`src/rtl/wb_fifo_mailbox_if.sv`:
```
// Wishbone bus bundle between the hostbus bridge (master) and the mailbox (slave).
interface wb_fifo_mailbox_if;
    logic        wb_cycle;
    logic        wb_strobe;
    logic        wb_write;
    logic [15:0] wb_addr;
    logic [15:0] wb_wrData;
    logic        wb_ack;
    logic [15:0] wb_rdData;

    modport master (
        output wb_cycle, wb_strobe, wb_write, wb_addr, wb_wrData,
        input  wb_ack, wb_rdData
    );

    modport slave (
        input  wb_cycle, wb_strobe, wb_write, wb_addr, wb_wrData,
        output wb_ack, wb_rdData
    );
endinterface

```
`src/rtl/wb_fifo_mailbox.sv`:
```
// Wishbone mailbox: host-to-fabric TX FIFO, fabric-to-host RX FIFO,
// status/level/control registers and a registered RX interrupt.
module wb_fifo_mailbox #(
    parameter logic [15:0] BASE_ADDR  = 16'h0000,
    parameter int unsigned DEPTH_LOG2 = 4
) (
    input  logic                clk,
    input  logic                rst,
    wb_fifo_mailbox_if.slave    wb,
    output logic [15:0]         tx_data,
    output logic                tx_valid,
    input  logic                tx_ready,
    input  logic [15:0]         rx_data,
    input  logic                rx_valid,
    output logic                rx_ready,
    output logic                irq
);
    localparam int unsigned DEPTH = 1 << DEPTH_LOG2;

    typedef logic [DEPTH_LOG2:0]   level_t;
    typedef logic [DEPTH_LOG2-1:0] ptr_t;

    localparam level_t FULL_LEVEL = level_t'(DEPTH);

    logic [15:0] tx_mem [DEPTH];
    logic [15:0] rx_mem [DEPTH];
    ptr_t        tx_wr_ptr, tx_rd_ptr, rx_wr_ptr, rx_rd_ptr;
    level_t      tx_level, rx_level, tx_level_d, rx_level_d;
    logic        ack_q;
    logic [15:0] rd_data_q, rd_data_d;
    logic        rx_irq_en, tx_ovf, rx_und;

    logic        hit, xfer, rd_xfer, wr_xfer;
    logic [2:0]  idx;
    logic        tx_empty, tx_full, rx_empty, rx_full;
    logic        tx_pop, tx_push_req, tx_push, tx_ovf_evt, tx_flush;
    logic        rx_push, rx_pop_req, rx_pop, rx_und_evt, rx_flush;
    logic        ctrl_wr, clear_sticky;

    assign hit     = wb.wb_cycle & wb.wb_strobe & (wb.wb_addr[15:3] == BASE_ADDR[15:3]);
    // A held strobe re-qualifies only after the ack pulse drops, so every ack is one transaction.
    assign xfer    = hit & ~ack_q;
    assign rd_xfer = xfer & ~wb.wb_write;
    assign wr_xfer = xfer & wb.wb_write;
    assign idx     = wb.wb_addr[2:0];

    assign tx_empty = (tx_level == '0);
    assign tx_full  = (tx_level == FULL_LEVEL);
    assign rx_empty = (rx_level == '0);
    assign rx_full  = (rx_level == FULL_LEVEL);

    assign tx_valid = ~tx_empty;
    assign tx_data  = tx_mem[tx_rd_ptr];
    assign rx_ready = ~rx_full;

    assign ctrl_wr      = wr_xfer & (idx == 3'd4);
    assign tx_flush     = ctrl_wr & wb.wb_wrData[1];
    assign rx_flush     = ctrl_wr & wb.wb_wrData[2];
    assign clear_sticky = ctrl_wr & wb.wb_wrData[3];

    assign tx_pop      = tx_valid & tx_ready;
    assign tx_push_req = wr_xfer & (idx == 3'd0);
    assign tx_push     = tx_push_req & (~tx_full | tx_pop);
    assign tx_ovf_evt  = tx_push_req & ~tx_push;

    assign rx_push    = rx_valid & rx_ready;
    assign rx_pop_req = rd_xfer & (idx == 3'd0);
    assign rx_pop     = rx_pop_req & ~rx_empty;
    assign rx_und_evt = rx_pop_req & rx_empty;

    always_comb begin
        tx_level_d = tx_level;
        if (tx_flush)
            tx_level_d = '0;
        else if (tx_push && !tx_pop)
            tx_level_d = tx_level + level_t'(1);
        else if (!tx_push && tx_pop)
            tx_level_d = tx_level - level_t'(1);
    end

    always_comb begin
        rx_level_d = rx_level;
        if (rx_flush)
            rx_level_d = '0;
        else if (rx_push && !rx_pop)
            rx_level_d = rx_level + level_t'(1);
        else if (!rx_push && rx_pop)
            rx_level_d = rx_level - level_t'(1);
    end

    always_comb begin
        rd_data_d = '0;
        if (rd_xfer) begin
            case (idx)
                3'd0:    rd_data_d = rx_empty ? 16'h0000 : rx_mem[rx_rd_ptr];
                3'd1:    rd_data_d = {10'b0, rx_und, tx_ovf, rx_full, rx_empty, tx_full, tx_empty};
                3'd2:    rd_data_d = 16'(tx_level);
                3'd3:    rd_data_d = 16'(rx_level);
                3'd4:    rd_data_d = {15'b0, rx_irq_en};
                default: rd_data_d = '0;
            endcase
        end
    end

    always_ff @(posedge clk) begin
        if (tx_push)
            tx_mem[tx_wr_ptr] <= wb.wb_wrData;
        if (rx_push)
            rx_mem[rx_wr_ptr] <= rx_data;
    end

    always_ff @(posedge clk or negedge rst) begin
        if (!rst) begin
            ack_q     <= 1'b0;
            rd_data_q <= '0;
            irq       <= 1'b0;
            tx_wr_ptr <= '0;
            tx_rd_ptr <= '0;
            rx_wr_ptr <= '0;
            rx_rd_ptr <= '0;
            tx_level  <= '0;
            rx_level  <= '0;
            rx_irq_en <= 1'b0;
            tx_ovf    <= 1'b0;
            rx_und    <= 1'b0;
        end else begin
            ack_q     <= xfer;
            rd_data_q <= rd_data_d;
            irq       <= rx_irq_en & ~rx_empty;
            tx_level  <= tx_level_d;
            rx_level  <= rx_level_d;

            if (tx_flush) begin
                tx_wr_ptr <= '0;
                tx_rd_ptr <= '0;
            end else begin
                if (tx_push) tx_wr_ptr <= tx_wr_ptr + ptr_t'(1);
                if (tx_pop)  tx_rd_ptr <= tx_rd_ptr + ptr_t'(1);
            end

            // Flush wins over a same-cycle stream push, discarding that word.
            if (rx_flush) begin
                rx_wr_ptr <= '0;
                rx_rd_ptr <= '0;
            end else begin
                if (rx_push) rx_wr_ptr <= rx_wr_ptr + ptr_t'(1);
                if (rx_pop)  rx_rd_ptr <= rx_rd_ptr + ptr_t'(1);
            end

            if (ctrl_wr)
                rx_irq_en <= wb.wb_wrData[0];

            tx_ovf <= clear_sticky ? tx_ovf_evt : (tx_ovf | tx_ovf_evt);
            rx_und <= clear_sticky ? rx_und_evt : (rx_und | rx_und_evt);
        end
    end

    assign wb.wb_ack    = ack_q;
    assign wb.wb_rdData = rd_data_q;
endmodule

```
`src/flat_wrapper.sv`:
```
// flat-port wrapper written by rule: the top's interface ports become plain ports
module wb_fifo_mailbox_flat 
#(
    parameter logic [15:0] BASE_ADDR  = 16'h0000,
    parameter int unsigned DEPTH_LOG2 = 4
)
  (clk, rst, tx_data, tx_valid, tx_ready, rx_data, rx_valid, rx_ready, irq, wb_wb_cycle, wb_wb_strobe, wb_wb_write, wb_wb_addr, wb_wb_wrData, wb_wb_ack, wb_wb_rdData);
  wb_fifo_mailbox_if wb_i ();
  input  logic clk;
  input  logic rst;
  output logic [15:0] tx_data;
  output logic tx_valid;
  input  logic tx_ready;
  input  logic [15:0] rx_data;
  input  logic rx_valid;
  output logic rx_ready;
  output logic irq;
  input wire logic [$bits(wb_i.wb_cycle)-1:0] wb_wb_cycle;
  input wire logic [$bits(wb_i.wb_strobe)-1:0] wb_wb_strobe;
  input wire logic [$bits(wb_i.wb_write)-1:0] wb_wb_write;
  input wire logic [$bits(wb_i.wb_addr)-1:0] wb_wb_addr;
  input wire logic [$bits(wb_i.wb_wrData)-1:0] wb_wb_wrData;
  output wire logic [$bits(wb_i.wb_ack)-1:0] wb_wb_ack;
  output wire logic [$bits(wb_i.wb_rdData)-1:0] wb_wb_rdData;
  assign wb_i.wb_cycle = wb_wb_cycle;
  assign wb_i.wb_strobe = wb_wb_strobe;
  assign wb_i.wb_write = wb_wb_write;
  assign wb_i.wb_addr = wb_wb_addr;
  assign wb_i.wb_wrData = wb_wb_wrData;
  assign wb_wb_ack = wb_i.wb_ack;
  assign wb_wb_rdData = wb_i.wb_rdData;
  wb_fifo_mailbox #(.BASE_ADDR(BASE_ADDR), .DEPTH_LOG2(DEPTH_LOG2)) u_core (.clk(clk), .rst(rst), .wb(wb_i), .tx_data(tx_data), .tx_valid(tx_valid), .tx_ready(tx_ready), .rx_data(rx_data), .rx_valid(rx_valid), .rx_ready(rx_ready), .irq(irq));
endmodule
```
`config.mk`:
```
export PLATFORM = sky130hd
export DESIGN_NAME = wb_fifo_mailbox_flat
export DESIGN_NICKNAME = d
export VERILOG_FILES = /design/src/rtl/wb_fifo_mailbox_if.sv /design/src/rtl/wb_fifo_mailbox.sv /design/src/flat_wrapper.sv
export SDC_FILE = /design/constraint.sdc
export NUM_CORES = 1
export LEC_CHECK = 0
export BUFFER_PORTS_ARGS = -buffer_cell sky130_fd_sc_hd__buf_2
export CAP_MARGIN = 20
export CORE_MARGIN = 2
export CORE_UTILIZATION = 60
export CTS_BUF_LIST = sky130_fd_sc_hd__clkbuf_8
export CTS_CLUSTER_DIAMETER = 120
export CTS_CLUSTER_SIZE = 24
export DETAILED_ROUTE_END_ITERATION = 7
export MAX_ROUTING_LAYER = met4
export PLACE_DENSITY = 0.88
export SLEW_MARGIN = 5
export SYNTH_ARGS = -nofsm -noshare
export SYNTH_HDL_FRONTEND = slang
export SYNTH_SLANG_ARGS = --single-unit
```
`constraint.sdc`:
```
create_clock -name clk -period 4.45 [get_ports clk]
set_input_delay 0.445 -clock clk [delete_from_list [all_inputs] [get_ports clk]]
set_output_delay 0.445 -clock clk [all_outputs]
set_load 0.005 [all_outputs]
```
* Yosys cells after proc, flatten, opt, wreduce, memory -nomap -nowiden *
Memory sizes are Yosys's and may differ from the RTL's.
Index checks and enable logic that the tools add are counted.

word-level totals
  flip-flop bits (word level) = 47
  RAM bits = 512
  memories = 2
  word-level logic and storage cells = 97
  output and inout port bits = 36
  input port bits = 55

memory list
  name           words  bits a word  read ports  clocked after memory_dff  write ports  RTL line               RTL
  u_core.rx_mem  16     16           1           0                         1            wb_fifo_mailbox.sv:26  logic [15:0] rx_mem [DEPTH];
  u_core.tx_mem  16     16           1           0                         1            wb_fifo_mailbox.sv:25  logic [15:0] tx_mem [DEPTH];

cells by class
  mux-type cells = 23
  reductions and logical operators = 18
  eq/ne operators = 6
  bitwise operators = 28
  $add $sub $neg = 8

operators by type and width
  kind                   count
  $pmux W16 S5           1
  $mux W16               2
  $mux W4                8
  $mux W5                6
  $and A1 B1 Y1          18
  $add A4 B1 Y4 const B  4
  $logic_not A13 Y1      1
  $add A5 B1 Y5 const B  2
  $eq A5 B5 Y1 const B   2
  $logic_not A5 Y1       2
  $sub A5 B1 Y5 const B  2
  $reduce_bool A2 Y1     4
  $not A1 Y1             7
  $eq A3 B2 Y1 const B   2
  $mux W1                6
  $reduce_bool A3 Y1     2
  $logic_and A1 B1 Y1    4
  $logic_not A1 Y1       4
  $eq A3 B1 Y1 const B   1
  $eq A3 B3 Y1 const B   1
  $logic_not A3 Y1       1
  $or A1 B1 Y1           3

* Longest topological paths before layout *
Gate-level depths: netlist of run 1.

  depth after elaboration = 11
  depth in mapped cells = 14
  depth with buffers taken out = 12

* Worst setup path before layout of run 1 *
Ideal clock, no wire load.

  path type = input to register
  from = input port wb_wb_addr[10]
  to = memory u_core.tx_mem[3][0] (enable)
  cell stages on the path = 5
  library setup time = 0.430 ns
  required time = 4.020 ns
  buffers on the path = 1
  data arrival time = 2.874 ns
  setup slack = 1.145 ns
  cell sequence = nor4_4 > nand4_2 > nand4b_1 > buf_4 > nor4_1

between the ends
  word-level cells in the longest chain between the ends = 8

RTL lines
  item                           RTL line                RTL
  from (decl)                    flat_wrapper.sv:21      input wire logic [$bits(wb_i.wb_addr)-1:0] wb_wb_addr;
  $logic_not A13 Y1              wb_fifo_mailbox.sv:40   assign hit = wb.wb_cycle & wb.wb_strobe & (wb.wb_addr[15:3] == BASE_ADDR[15:3]);
  $and A1 B1 Y1                  wb_fifo_mailbox.sv:40
  $and A1 B1 Y1                  wb_fifo_mailbox.sv:42   assign xfer = hit & ~ack_q;
  $and A1 B1 Y1                  wb_fifo_mailbox.sv:44   assign wr_xfer = xfer & wb.wb_write;
  $and A1 B1 Y1                  wb_fifo_mailbox.sv:62   assign tx_push_req = wr_xfer & (idx == 3'd0);
  $and A1 B1 Y1                  wb_fifo_mailbox.sv:63   assign tx_push = tx_push_req & (~tx_full | tx_pop);
  $mux W1                        wb_fifo_mailbox.sv:106  if (tx_push)
  $mux W1 (not written as such)  wb_fifo_mailbox.sv:107  tx_mem[tx_wr_ptr] <= wb.wb_wrData;
  to (decl)                      wb_fifo_mailbox.sv:25

Every way passes these cells.

* Worst setup path in the final report of run 1 *
  from = register u_core.tx_rd_ptr[0]
  to = output port tx_data[12]

between the ends
  word-level cells in the longest chain between the ends = 1

RTL lines
  item                    RTL line                RTL
  from (decl)             wb_fifo_mailbox.sv:27   ptr_t tx_wr_ptr, tx_rd_ptr, rx_wr_ptr, rx_rd_ptr;
  from (signal assigned)  wb_fifo_mailbox.sv:138  if (tx_pop) tx_rd_ptr <= tx_rd_ptr + ptr_t'(1);
  $mem_v2 Z16 W16         --
  to (decl)               flat_wrapper.sv:11      output logic [15:0] tx_data;

Every way passes these cells.

==> impl_metrics.tcl, run 1 <==
set metrics [dict create \
    critical-path-top-delay-family "multiplexers" \
    synthesis.area_sq_um 22000 \
    final.period_utilization_pct 82.7 \
    max_freq_ghz 0.272 \
    drc 0 \
    dieWidth_um 195 \
    grt_max_degree 68 \
    firstDrtPassIters 5 \
    grtUsageTotal_pct 24.5 \
    cp_slowest_cell "dfrtp_4" \
    synth.distinct_cells 47 \
    slowest_delay_ps 950 \
    combPwrFrac_pct 20.2 \
    cts_made_buffers 27 \
    ir_drop_uv 359 \
    critPathRequiredTime_ps 4010 \
    startpoint_type "flop" \
    drv_slew 0 \
    cp.arrival_ps 3240 \
    antenna_found_initial 4 \
    coreArea_sq_um 36300 \
    pwr-share-clk_pct 19.2 \
    netSwitchingPower_uw 2850 \
    dr_total_vias 10400 \
    hold_violations 0 \
    cts_resized 0 \
    dp_hpwl_um 27500 \
    clk-insertion-delay-late_ps 660 \
    vias_per_cell 6.38 \
    avgSynthCellArea_sq_um 21.5 \
    die_area_sq_um 38200 \
    status "finished, final reports clean" \
    async_flop_share_pct 8.41 \
    yosys-top-cells-count "edfxtp_1 (512), mux4_2 (154), nor2_1 (49)" \
    final_net_count 1210 \
    clk_path_buf_depth 3 \
    cp_common_cell "mux4_2" \
    design_area_sq_um 23700 \
    drive_gt1_share_pct 30.5 \
    antenna_left 0 \
    rows 70 \
    endpoint_kind "output port" \
    synth_area_leader_cell "edfxtp_1" \
    numClockSinks 559 \
    path_buf_inv 2 \
    synth.top_cell.area_share_pct 70.0 \
    hp-class "in -> reg" \
    max-slew-margin-rel_pct 28.1 \
    area_growth_pct 8.01 \
    htree_levels 1 \
    synthesis.nets 1098 \
    p_per_area_nw_per_um2 450 \
    fin_setup_tns_ps 0 \
    cts_tree "yes" \
    detail_route.wirelength_um 44300 \
    leakage_uw 0.00773 \
    setup_viol 0 \
    final.min_clock_period_ps 3680 \
    drtIter0Drc 1141 \
    pwr-share-seq_pct 60.6 \
    postSynthCellCount 1022 \
    cap_violations 0 \
    cts_root_buf "clkbuf_8" \
    place_area_sq_um 23200 \
    port_buffers 90 \
    path_clk_slew_ps 140 \
    ys_seq_elements 559 \
    hold_buffers 1 \
    critPathKind "reg -> out" \
    path_max_fanout 39 \
    synth.area.top_cells "edfxtp_1 (70%), mux4_2 (16%), dfrtp_1 (5.4%)" \
    grt_first_pass_wirelength_um 66300 \
    worstMarginPinSlew_ps 1080 \
    yosysMostFrequentCell "edfxtp_1" \
    yosys_warnings 0 \
    ys_seq_area_share_pct 75.3 \
    initial_core_util_pct 60.4 \
    synth-main-ff-cell "edfxtp_1" \
    post_cts_buffers 0 \
    internal_power_uw 7820 \
    die_y_um 195 \
    rsz0062_at_grt "false" \
    synth_edf_count 512 \
    fin_skew_ps 23.2 \
    place_congestion 0.864 \
    io_pins 91 \
    crit_chain "buf_4 > mux4_2 > mux4_2 > buf_2" \
    grt_pass1_vias 10700 \
    grt_overflow 0 \
    wire_per_inst_um 27.3 \
    p_sw_share_pct 26.7 \
]
-- cell families after synthesis --
logic type | Yosys count | share of synthesized area (%)
AOI/OAI and AO/OA | 55 | 1.61
buffers and inverters | 67 | 1.36
xor gates and xnor gates | 16 | 0.638
and+or+nand+nor | 138 | 3.43
DFF | 559 | 75.3
adders and majority gates | 21 | 1.26
muxes | 166 | 16.4
-- per-layer routing --
metal,GRT usage [%],share of wire (%),vias to the layer above
met4,6.50,2.0,0
met2,41.9,54,476
met3,3.21,7.2,64
li1,-,-,4412
met5,-,0,-
met1,31.5,37,5433
-- final timing paths --
| path | end | start | depth (start not counted) | slack, ps |
|---|---|---|---|---|
| max in group asynchronous | u_core.tx_rd_ptr[1] | rst | 3 | 3670 |
| min reg2reg | u_core.irq | u_core.rx_irq_en | 1 | 560 |
| min in group asynchronous | u_core.wb.wb_rdData[15] | rst | 2 | 240 |
| min | u_core.tx_rd_ptr[1] | tx_ready | 3 | 80 |
| max reg2reg | u_core.rx_level[4] | u_core.rx_level[0] | 12 | 1020 |
| max | tx_data[12] | u_core.tx_rd_ptr[0] | 4 | 770 |
-- tightest hold or removal path, delay by kind of cell --
kind                   cells  cell delay (ps)
AO/OA/AOI/OAI              1               60
AND/OR/NAND/NOR            1               70
buffers and inverters      1              140
-- flip-flops by register name (all words and copies together) (netlist names) --
| register | count |
|---|---|
| u_core.wb.wb_ack | 1 |
| u_core.rx_level | 5 |
| u_core.tx_wr_ptr | 4 |
| u_core.rx_irq_en | 1 |
| u_core.tx_level | 5 |
| u_core.tx_ovf | 1 |
| u_core.tx_mem | 256 |
| u_core.wb.wb_rdData | 16 |
| u_core.rx_wr_ptr | 4 |
| u_core.rx_rd_ptr | 4 |
| u_core.tx_rd_ptr | 4 |
| u_core.rx_und | 1 |
| u_core.irq | 1 |
| u_core.rx_mem | 256 |
-- power groups by stage --
stage / Clock [uW] / Combinational (uW) / Sequential, uW
floorplan: 0 / 1690 / 6270
global placement: 0 / 2080 / 6550
detailed placement: 0 / 2160 / 6590
CTS: 2090 / 2170 / 6470
global route: 2250 / 2330 / 6520
finish: 2040 / 2160 / 6470
-- through the flow --
| stage | setup slack [ps] | util, % | total power, uW | cells | hold WS (ps) |
|---|---|---|---|---|---|
| after detailed placement | 903 | 63.8 | 8750 | 1570 | 537 |
| after CTS | 650 | 65.2 | 10700 | 1621 | 41.6 |
| after global placement | 977 | 63.8 | 8630 | 1570 | 512 |
| final | 770 | 65.3 | 10700 | 1627 | 82.5 |
| after global routing | 537 | 65.3 | 11100 | 1627 | 45.5 |
| after floorplan | 1150 | - | 7960 | 1022 | 149 |
-- cell type report --
class	instances	area, sq um
inverter	14	52.6
antenna	4	10.0
sequential	559	16600
fill	2256	12600
multi-input combinational	396	5190
clock buffer	27	372
tap	468	586
timing repair buffer	136	856
clock inverter	23	106
-- cell usage in the layout (no fill, tap or decap), types with 12 or more instances in the layout --
cell      count
a21oi_1      19
a22oi_1      12
buf_2        90
buf_4        40
clkbuf_8     27
dfrtp_1      43
edfxtp_1    512
ha_1         19
inv_1        34
mux4_2      154
nand2_1      16
nor2_1       40
nor2b_1      15
No activity file was read; power rests on OpenSTA's default activity.
==> inputs of run 2 (changes only) <==
Clock period 4.45 ns to 3.6 ns, I/O delays scaled along.
==> impl_metrics.tcl, run 2 (synthesis results as in run 1) <==
set metrics [dict create \
    dr_total_vias 10500 \
    cp.arrival_ps 3850 \
    area.sequential_sq_um 16600 \
    worstMarginPinSlew_ps 1040 \
    p_per_area_nw_per_um2 552 \
    crit_chain "or4_1 > or3_1 > nand4b_1 > inv_2 > ha_1 > inv_1 > ha_1 > a21o_1 > a21oi_1 > xnor2_1 > nor2_1 > mux2_2" \
    final_net_count 1218 \
    max_freq_ghz 0.301 \
    initial_core_util_pct 60.4 \
    endpoint_kind "flop" \
    cts_made_buffers 27 \
    antenna_found_initial 5 \
    area_growth_pct 8.53 \
    layout_common_cells "edfxtp_1 (512), mux4_2 (154), buf_2 (90), buf_4 (43), dfrtp_1 (43)" \
    setup_viol 0 \
    drive_gt1_share_pct 30.8 \
    critical-path-top-delay-family "simple AND/OR/NAND/NOR gates" \
    slowest_delay_ps 560 \
    cts_resized 0 \
    rsz0062_at_grt "false" \
    fin_skew_ps 32.6 \
    cts_tree "yes" \
    dp_hpwl_um 27700 \
    path_buf_inv 2 \
    coreArea_sq_um 36300 \
    cp_slowest_cell "or4_1" \
    fill_cells 2179 \
    critPathKind "reg -> reg" \
    drv_slew 0 \
    leakage_uw 0.00779 \
    cts_root_buf "clkbuf_8" \
    path_clk_slew_ps 150 \
    holdPathStages 3 \
    die_area_sq_um 38200 \
    clk_path_buf_depth 3 \
    final.min_clock_period_ps 3320 \
    fin_ws_ps 278 \
    final_common_cell "edfxtp_1" \
    max-slew-margin-rel_pct 30.9 \
    cap_violations 0 \
    startpoint_type "flop" \
    grtUsageTotal_pct 24.2 \
    grt_first_pass_wirelength_um 66000 \
    firstDrtPassIters 6 \
    grt_overflow 0 \
    cp_common_cell "ha_1" \
    io_pins 91 \
    grt_pass1_vias 11000 \
    final.period_utilization_pct 92.3 \
    critPathRequiredTime_ps 4130 \
    port_buffers 90 \
    drtIter0Drc 1093 \
    path_max_fanout 6 \
    htree_levels 1 \
    place_ws_ps 208 \
    hp-class "in -> reg" \
    antenna_left 0 \
    numClockSinks 559 \
    die_y_um 195 \
    ir_drop_uv 489 \
    dieWidth_um 195 \
    worstSetupPathDepth 12 \
    clk-insertion-delay-late_ps 640 \
    wire_per_inst_um 26.7 \
    worstRegToRegCells 12 \
    grt_max_degree 65 \
    place_congestion 0.849 \
    drc 0 \
    status "finished, final reports clean" \
    vias_per_cell 6.43 \
    fin_setup_tns_ps 0 \
    multi_input_area_sq_um 5190 \
    detail_route.wirelength_um 43600 \
    rows 70 \
    hold_violations 0 \
]
run 2: changes by cell type in the layout (fill, tap and decap cells not counted), sizes merged:
cell | before | now
dlygate4sd3 | 1 | 2
clkinvlp | 1 | 0
diode | 4 | 5
buf | 135 | 142
run 2: worst min-delay path: cells and delay by family:
family,cells,cell delay (ps)
compound gates,1,70
buf+inv,1,140
simple gates,1,80
run 2: cell type report:
type                            instances  area share (%)
Tap cell                              468            2.46
Clock buffer                           27            1.56
Multi-Input combinational cell        396            21.8
Antenna cell                            5          0.0525
Inverter                               14           0.220
Timing Repair Buffer                  144            4.08
Clock inverter                         22           0.415
Sequential cell                       559            69.5
run 2: per-stage QoR:
| stage | total power (uW) | utilization [%] | cells | hold slack (ps) | instance area, sq um |
|---|---|---|---|---|---|
| global route | 13700 | 65.6 | 1635 | 15.3 | 23800 |
| detailed placement | 10900 | 64.2 | 1579 | 508 | 23300 |
| global placement | 10700 | 64.2 | 1579 | 477 | 23300 |
| CTS | 13300 | 65.6 | 1630 | 2.33 | 23800 |
| finish | 13200 | 65.6 | 1635 | 30.8 | 23800 |
| floorplan | 9840 | - | 1022 | 64.4 | 22000 |
run 2: routing by layer:
| metal | part of all wire, % | routed length [um] | vias to the layer above | track usage [%] |
|---|---|---|---|---|
| li1 | - | - | 4432 | - |
| met4 | 3.4 | 1500 | 0 | 9.39 |
| met3 | 7.2 | 3160 | 97 | 3.49 |
| met1 | 36 | 15900 | 5493 | 30.3 |
| met5 | 0 | 0 | - | - |
| met2 | 53 | 23100 | 486 | 40.8 |
run 2: path summary, 6_finish.rpt:
path	slack, ps	start	endpoint
worst max-delay path	280	u_core.tx_level[0]	u_core.tx_level[4]
worst min-delay path	30	wb_wb_write	u_core.tx_ovf
worst max register to register	280	u_core.tx_level[0]	u_core.tx_level[4]
worst min register to register	550	u_core.rx_und	u_core.rx_und
max in group asynchronous	2500	rst	u_core.wb.wb_rdData[3]
min in group asynchronous	360	rst	u_core.wb.wb_rdData[13]
run 2: timing repair:
action                                 CTS  global route
endpoints found under the hold margin   34             0
hold buffers                             2             0
setup buffers                            0             0
run 2: power breakdown:
part | internal (uW) | total [uW] | leakage, uW | switching (uW)
Clock | 727 | 2480 | 0.000316 | 1750
Sequential | 7480 | 7790 | 0.00523 | 307
Combinational | 1500 | 2900 | 0.00225 | 1410
Total | 9700 | 13200 | 0.00779 | 3460
==> inputs of run 3 (changes only) <==
Settings changed: CORE_MARGIN 2 to 3.
==> impl_metrics.tcl, run 3 (synthesis results as in run 1) <==
set metrics [dict create \
    grt_pass1_vias 11100 \
    r2r-start "u_core.tx_level[0]" \
    cap_violations 0 \
    design_power_total_uw 13200 \
    drv_slew 0 \
    startpoint_type "flop" \
    fin_skew_ps 34.5 \
    coreArea_sq_um 35800 \
    dieWidth_um 197 \
    place_area_sq_um 23400 \
    vias_per_cell 6.42 \
    final.period_utilization_pct 89.6 \
    detail_route.wirelength_um 45100 \
    endpoint_kind "flop" \
    combPwrFrac_pct 21.7 \
    cts_resized 0 \
    antenna_left 0 \
    r2r-end "u_core.tx_level[4]" \
    clk-insertion-delay-late_ps 640 \
    grt_first_pass_wirelength_um 68800 \
    clk_path_buf_depth 3 \
    area_growth_pct 8.95 \
    netSwitchingPower_uw 3520 \
    worstRegToRegCells 12 \
    drtIter0Drc 929 \
    ir_drop_uv 494 \
    die_y_um 197 \
    pwr-share-clk_pct 18.8 \
    rows 69 \
    min_from "wb_wb_write" \
    grt_overflow 0 \
    htree_levels 1 \
    rsz0062_at_grt "false" \
    antenna_found_initial 3 \
    final_common_cell "edfxtp_1" \
    path_max_fanout 6 \
    r2r_slack_ps 370 \
    dp_hpwl_um 29700 \
    whs_endpoint "u_core.tx_ovf" \
    cts_made_buffers 27 \
    cts_root_buf "clkbuf_8" \
    drive_gt1_share_pct 31.4 \
    firstDrtPassIters 5 \
    wire_per_inst_um 27.5 \
    place_congestion 0.859 \
    final.min_clock_period_ps 3230 \
    leakage_uw 0.00785 \
    p_per_area_nw_per_um2 553 \
    max-slew-margin-rel_pct 26.3 \
    p_sw_share_pct 26.6 \
    initial_core_util_pct 61.3 \
    cts_tree "yes" \
    port_buffers 90 \
    internal_power_uw 9710 \
    io_pins 91 \
    final_net_count 1230 \
    critPathRequiredTime_ps 4140 \
    fin_setup_tns_ps 0 \
    worstMarginPinSlew_ps 1100 \
    path_clk_slew_ps 140 \
    grt_max_degree 41 \
    grtUsageTotal_pct 24.6 \
    status "finished, final reports clean" \
    holdPathStages 3 \
    die_area_sq_um 38900 \
    numClockSinks 559 \
    cp.arrival_ps 3770 \
    hp-class "in -> reg" \
    setup_viol 0 \
    pwr-share-seq_pct 59.5 \
    max_freq_ghz 0.310 \
    design_area_sq_um 23900 \
    dr_total_vias 10500 \
    hold_violations 0 \
    critPathKind "reg -> reg" \
    layout_common_cells "edfxtp_1 (512), mux4_2 (154), buf_2 (90), buf_4 (54)" \
    drc 0 \
]
[run 3: what timing repair did]
item / in CTS / in global routing
setup endpoints to repair: 0 / 0
endpoints found under the hold margin: 30 / 0
hold buffers: 2 / 0
setup buffers: 0 / 0
[run 3: area by class of cell]
type | instances | area, sq um
Sequential cell | 559 | 16600
Fill cell | 2130 | 11900
Multi-Input combinational cell | 396 | 5180
Timing Repair Buffer | 156 | 1080
Tap cell | 461 | 577
Clock buffer | 27 | 372
Clock inverter | 23 | 108
Inverter | 14 | 52.6
Antenna cell | 4 | 10.0
[run 3: worst max-delay path, cell delays in order (launching register included)]
cell and delay [ps]:
dfrtp_1 490, or4_1 540, or3_1 350, nand4b_1 140, inv_2 80, ha_1 230, inv_1 140, ha_1 290
a21o_1 170, a21oi_1 180, xnor2_1 90, nor2_1 100, mux2_2 340
[run 3: worst max-delay path by stage]
stage	endpoint	cells after the start	slack, ps	from
after floorplan	u_core.rx_level[4]	13	360	u_core.rx_level[0]
after global placement	u_core.tx_level[4]	13	350	wb_wb_addr[7]
after detailed placement	u_core.tx_level[4]	13	280	wb_wb_addr[7]
after CTS	tx_data[1]	4	310	u_core.tx_rd_ptr[0]
after global routing	u_core.rx_level[4]	11	200	u_core.rx_level[0]
final	u_core.tx_level[4]	12	370	u_core.tx_level[0]
[run 3: per-stage QoR]
| step | utilization, % | hold slack, ps | setup WS, ps | instances |
|---|---|---|---|---|
| after floorplan | - | 64.4 | 359 | 1022 |
| after global placement | 65.4 | 473 | 352 | 1584 |
| after detailed placement | 65.4 | 479 | 283 | 1584 |
| after CTS | 66.8 | 1.41 | 314 | 1636 |
| after global routing | 66.8 | 43.2 | 202 | 1639 |
| final | 66.8 | 32.4 | 375 | 1640 |
[run 3: layer usage]
layer	vias to the layer above	part of all wire, %	GRT usage [%]
met5	-	0	-
met4	0	3.5	8.34
met3	97	6.0	3.14
met2	453	53	41.2
met1	5528	37	32.0
li1	4456	-	-
[run 3: power by group through the flow]
stage / clock, uW / combinational, uW / sequential [uW]
3_5_place_dp: 0 / 2880 / 8010
3_3_place_gp: 0 / 2780 / 7970
5_1_grt: 2760 / 3080 / 7920
2_1_floorplan: 0 / 2090 / 7740
4_1_cts: 2550 / 2900 / 7870
6_report: 2490 / 2870 / 7870
